==> config.mk <==
export PLATFORM = sky130hd
export DESIGN_NAME = cpu_alu_issue
export DESIGN_NICKNAME = d
export VERILOG_FILES = /design/src/rtl/cpu_alu_issue.sv
export SDC_FILE = /design/constraint.sdc
export NUM_CORES = 1
export LEC_CHECK = 0
export CAP_MARGIN = 25
export CORE_MARGIN = 2
export CORE_UTILIZATION = 43
export DETAILED_ROUTE_END_ITERATION = 8
export PLACE_DENSITY = 0.93
export SLEW_MARGIN = 30
export SYNTH_ARGS = -nofsm -noshare
export SYNTH_HDL_FRONTEND = slang
export SYNTH_SLANG_ARGS = --single-unit
==> constraint.sdc <==
create_clock -name clk -period 4.5 [get_ports clk]
set_input_delay 1.35 -clock clk [delete_from_list [all_inputs] [get_ports clk]]
set_output_delay 1.35 -clock clk [all_outputs]
set_load 0.005 [all_outputs]
==> src/rtl/cpu_alu_issue.sv <==
// ID/EX issue stage feeding cpu_alu: resolves operand forwarding, registers
// operands and control in a single-entry valid/ready slot, supports flush,
// and counts stall cycles with a saturating counter.
module cpu_alu_issue #(
    parameter int unsigned DATA_W = 32,
    parameter int unsigned REG_AW = 5,
    parameter int unsigned CNT_W  = 16
) (
    input  logic              clk,
    input  logic              rst_n,
    input  logic              in_valid,
    output logic              in_ready,
    input  logic [REG_AW-1:0] in_rs1,
    input  logic [REG_AW-1:0] in_rs2,
    input  logic [DATA_W-1:0] in_rs1_data,
    input  logic [DATA_W-1:0] in_rs2_data,
    input  logic [DATA_W-1:0] in_imm,
    input  logic              in_use_imm,
    input  logic [2:0]        in_alu_control,
    input  logic [REG_AW-1:0] in_rd,
    input  logic              in_reg_write,
    input  logic              fwd_em_we,
    input  logic [REG_AW-1:0] fwd_em_rd,
    input  logic [DATA_W-1:0] fwd_em_data,
    input  logic              fwd_mw_we,
    input  logic [REG_AW-1:0] fwd_mw_rd,
    input  logic [DATA_W-1:0] fwd_mw_data,
    input  logic              flush,
    output logic              out_valid,
    input  logic              out_ready,
    output logic [DATA_W-1:0] input_1,
    output logic [DATA_W-1:0] input_2,
    output logic [2:0]        alu_control,
    output logic [REG_AW-1:0] out_rd,
    output logic              out_reg_write,
    output logic [CNT_W-1:0]  stall_cnt
);

    localparam logic [CNT_W-1:0] CNT_MAX = {CNT_W{1'b1}};

    logic              accept;
    logic              stall;
    logic [DATA_W-1:0] op1_fwd;
    logic [DATA_W-1:0] op2_fwd;
    logic [DATA_W-1:0] op2_sel;

    // Slot can take a new op when empty or being drained this cycle.
    assign in_ready = !out_valid || out_ready;
    assign accept   = in_valid && in_ready && !flush;
    assign stall    = out_valid && !out_ready && !flush;

    // Operand forwarding: EX/MEM beats MEM/WB, x0 is never forwarded.
    always_comb begin
        op1_fwd = in_rs1_data;
        op2_fwd = in_rs2_data;
        if ((in_rs1 != '0) && fwd_em_we && (fwd_em_rd == in_rs1)) begin
            op1_fwd = fwd_em_data;
        end else if ((in_rs1 != '0) && fwd_mw_we && (fwd_mw_rd == in_rs1)) begin
            op1_fwd = fwd_mw_data;
        end
        if ((in_rs2 != '0) && fwd_em_we && (fwd_em_rd == in_rs2)) begin
            op2_fwd = fwd_em_data;
        end else if ((in_rs2 != '0) && fwd_mw_we && (fwd_mw_rd == in_rs2)) begin
            op2_fwd = fwd_mw_data;
        end
        op2_sel = in_use_imm ? in_imm : op2_fwd;
    end

    // Slot occupancy: flush wins, then accept, then drain.
    always_ff @(posedge clk or negedge rst_n) begin
        if (!rst_n) begin
            out_valid <= 1'b0;
        end else if (flush) begin
            out_valid <= 1'b0;
        end else if (accept) begin
            out_valid <= 1'b1;
        end else if (out_ready) begin
            out_valid <= 1'b0;
        end
    end

    // Payload captured only on accept; otherwise held.
    always_ff @(posedge clk or negedge rst_n) begin
        if (!rst_n) begin
            input_1       <= '0;
            input_2       <= '0;
            alu_control   <= '0;
            out_rd        <= '0;
            out_reg_write <= 1'b0;
        end else if (accept) begin
            input_1       <= op1_fwd;
            input_2       <= op2_sel;
            alu_control   <= in_alu_control;
            out_rd        <= in_rd;
            out_reg_write <= in_reg_write;
        end
    end

    // Saturating count of cycles the held op waits on downstream.
    always_ff @(posedge clk or negedge rst_n) begin
        if (!rst_n) begin
            stall_cnt <= '0;
        end else if (stall && (stall_cnt != CNT_MAX)) begin
            stall_cnt <= stall_cnt + CNT_W'(1);
        end
    end

endmodule

==> summary.md <==
| Metric | Value |
|---|---|
| Final Core Density | `between 70 and 80%` |
| FF+latch count, synth | `90` |
| Antenna violations before repair | `0` |
| Hold path cells | `2` |
| DR iter-0 viols | `360` |
| Vias in the first global route | `6022` |
| Chip height | `115 um` |
| Post-Syn Area | `roughly 0.0053 sq mm` |
| Crit. End Element | `primary output` |
| DR vias | `5446` |
| Mean Syn Cell Area | `10.5 sq um` |
| Crit Path Max Fanout | `4` |
| CTS Root Cell | `clkbuf_16` |
| Core Box Area | `between 0.01 and 0.015 sq mm` |
| Logic pwr share | `between 20 and 30%` |
| Maxcap violations | `0` |
| Filler cell count | `847` |
| Layout cell share with drive strength beyond 1 | `9.63%` |
| Hold Buf Count CTS | `0` |
| H-tree levels | `3` |
| DRT antenna net count | `0` |
| DRC Markers | `0` |
| Worst-skew pair later-pin latency | `0.33 ns` |
| Die width | `115 um` |
| Part of the cycle the worst path needs | `89.3%` |
| Grt total ovfl | `0` |
| Area after DPL | `between 0.008 and 0.009 sq mm` |
| Warnings, synthesis | `0` |
| Outcome | `complete, no violations` |
| Post-Layout Cell Count | `936` |
| Min-delay worst type | `reg -> reg` |
| Crit start category | `primary input` |
| Setup TNS | `0 ns` |
| Final HPWL DP | `between 10000 and 15000 um` |
| Multi-input logic area | `0.00276 sq mm` |
| Drt pass-1 iters | `5` |
| Total Nets Final | `982` |
| NetSw | `721 uW` |
| Clock Tree Buf Depth | `2` |
| Distinct cell type count of the synthesized netlist | `43` |
| Max_slew headroom | `between 30% and 40%` |
| Max Slew Vio Count | `0` |
| Final Setup Violations | `0` |
| Fin. Hold Viols | `0` |
| Clock period minus worst slack | `4.02 ns` |
| Critical path class | `in -> out` |
| Setup bufs post-CTS | `0` |
| Worst EP arrival | `2.67 ns` |
| Sink Count | `90` |
| Average wire per standard cell | `just over 20 um` |
| Slew @ Worst Pin | `between 0.9 and 1 ns` |
| Max VDD drop | `251 uV` |
| Final Cell Area | `0.00865 sq mm` |
| Die area | `0.0132 sq mm` |
| Cts bufs inserted | `9` |
| Row count | `40` |
| Total global-route track usage | `29.2%` |
| Layout Skew | `0.00561 ns` |
| Min Hold Slack | `slightly below 0.5 ns` |
| Initial Util | `44.1%` |
| Gpl congestion | `0.935` |
| Clk slew on worst S/H paths | `0.07 ns` |
| PortBufs | `287` |
| Pwr Density | `307 mW/mm^2` |
| Synth Instances | `roughly 500` |
| Clock power frac | `~31%` |
| Sequential fraction of design power | `between 30 and 40%` |
| Most common cell after layout, fill and taps aside | `clkdlybuf4s50_1` |
| Syn nets | `702` |
| Synth-to-layout area growth | `63.4%` |
| Largest net degree at the start of global routing | `91` |
| Sw Ratio | `27.2%` |
| First-pass GRT wire length | `~30000 um` |
| CTS tree | `done` |
| Internal power | `about 1.9 mW` |
| ANT cells | `0` |
| Most frequent cells in the layout | `clkdlybuf4s50_1 (286), dfrtp_1 (90), nand2_1 (68)` |
| RSZ-0062 raised after global routing | `false` |
| Post-synthesis sequential area ratio | `42.5%` |
| Placed insts | `920` |
| Leakage power | `3.42 nW` |
| Max Fclk | `roughly 250 MHz` |
| Drt total wl | `19400 um` |
| WP data required | `3.15 ns` |
| Register-to-Register Path Depth | `5` |
| Reg area | `0.00225 sq mm` |
| Routed vias/inst | `around 5.8` |
| IO Pins | `about 290` |
| Cts repair resizes | `0` |
-- metal layers --
metal  up-vias  track usage, %  part of all wire [%]
met5         -               0                     0
met4         0            14.3                   3.4
met3        56            6.43                   8.0
met2       321            51.8                    51
met1      2652            33.3                    37
li1       2417               -                     -
-- synth_stat cells --
| cell | number | area, sq um |
|---|---|---|
| o221ai_1 | 32 | 280 |
| nor2_2 | 1 | 6.26 |
| mux2i_1 | 64 | 641 |
| nand2b_1 | 1 | 6.26 |
| nor3_1 | 3 | 15.0 |
| nand4_4 | 1 | 21.3 |
| nor3b_2 | 1 | 12.5 |
| xor2_1 | 8 | 70.1 |
| mux2_1 | 1 | 11.3 |
| nor3_2 | 4 | 40.0 |
| ha_1 | 1 | 12.5 |
| or3_4 | 1 | 11.3 |
| buf_4 | 3 | 22.5 |
| buf_6 | 3 | 33.8 |
| nor3_4 | 1 | 16.3 |
| o211ai_1 | 1 | 7.51 |
| dfrtp_1 | 90 | 2250 |
| nand4bb_1 | 1 | 11.3 |
| nor3b_4 | 1 | 18.8 |
| o21ai_0 | 32 | 160 |
| clkbuf_1 | 10 | 37.5 |
| a221oi_2 | 30 | 450 |
| nand4_1 | 8 | 50.1 |
| inv_1 | 34 | 128 |
| and3_1 | 2 | 12.5 |
| a41oi_1 | 1 | 8.76 |
| a31oi_1 | 1 | 6.26 |
| nor4_2 | 1 | 12.5 |
| nand2_1 | 68 | 255 |
| a21oi_1 | 1 | 5.00 |
| or4_1 | 2 | 15.0 |
| mux2_4 | 1 | 15.0 |
| a221oi_1 | 2 | 17.5 |
| nor4_1 | 5 | 31.3 |
| buf_1 | 7 | 26.3 |
| nand3b_1 | 33 | 248 |
| nor2b_1 | 2 | 12.5 |
| nand3_1 | 4 | 20.0 |
| xnor2_1 | 22 | 193 |
| nor3b_1 | 1 | 7.51 |
| buf_2 | 11 | 55.1 |
| o21a_1 | 2 | 15.0 |
| nor2_1 | 6 | 22.5 |
-- layout make-up --
cell class,instances,area share (%)
Inverter,34,1.48
Tap cell,147,2.13
Multi-Input combinational cell,346,31.9
Sequential cell,90,26.0
Clock buffer,10,2.76
Clock inverter,6,1.01
Timing Repair Buffer,303,34.7
-- worst max-delay path: stages --
cell	delay [ns]
clkdlybuf4s50_1	0.43
nor2b_1	0.26
inv_1	0.16
clkdlybuf4s50_1	0.48
-- final timing paths --
path                           start            to  slack (ns)
max in group asynchronous      rst_n    input_1[2]        2.84
min in group asynchronous      rst_n     out_rd[2]        1.09
min                        out_rd[1]     out_rd[1]        0.48
max reg2reg                out_valid  stall_cnt[6]        2.38
min reg2reg                out_rd[1]     out_rd[1]        0.48
max                        out_ready      in_ready        0.48
-- cells by family after synthesis --
kind of cell	Yosys count	synth area share, %
AO/OA/AOI/OAI	102	18.0
multiplexers	66	12.6
AND/OR/NAND/NOR	147	16.0
buffers and inverters	68	5.72
XOR/XNOR	30	4.96
flip-flops	90	42.5
adder cells (fa/ha/maj)	1	0.236
-- power groups by stage --
stage          registers, mW  clock network (mW)  logic [mW]
2_1_floorplan           1.03                   0       0.245
3_3_place_gp            1.03                   0       0.769
3_5_place_dp            1.04                   0       0.794
4_1_cts                 1.03               0.844       0.800
5_1_grt                 1.04               0.873       0.852
6_report                1.03               0.830       0.794
-- flip-flops by register name (all words and copies together), names as in the netlist --
signal	flops
stall_cnt	16
alu_control	3
input_1	32
input_2	32
out_rd	5
out_reg_write	1
out_valid	1
-- through the flow --
stage | total power [mW] | setup WS (ns)
floorplan | 1.28 | 1.54
global placement | 1.80 | 0.550
detailed placement | 1.83 | 0.502
CTS | 2.67 | 0.497
global route | 2.77 | 0.443
finish | 2.66 | 0.480
No activity file was read; power rests on OpenSTA's default activity.
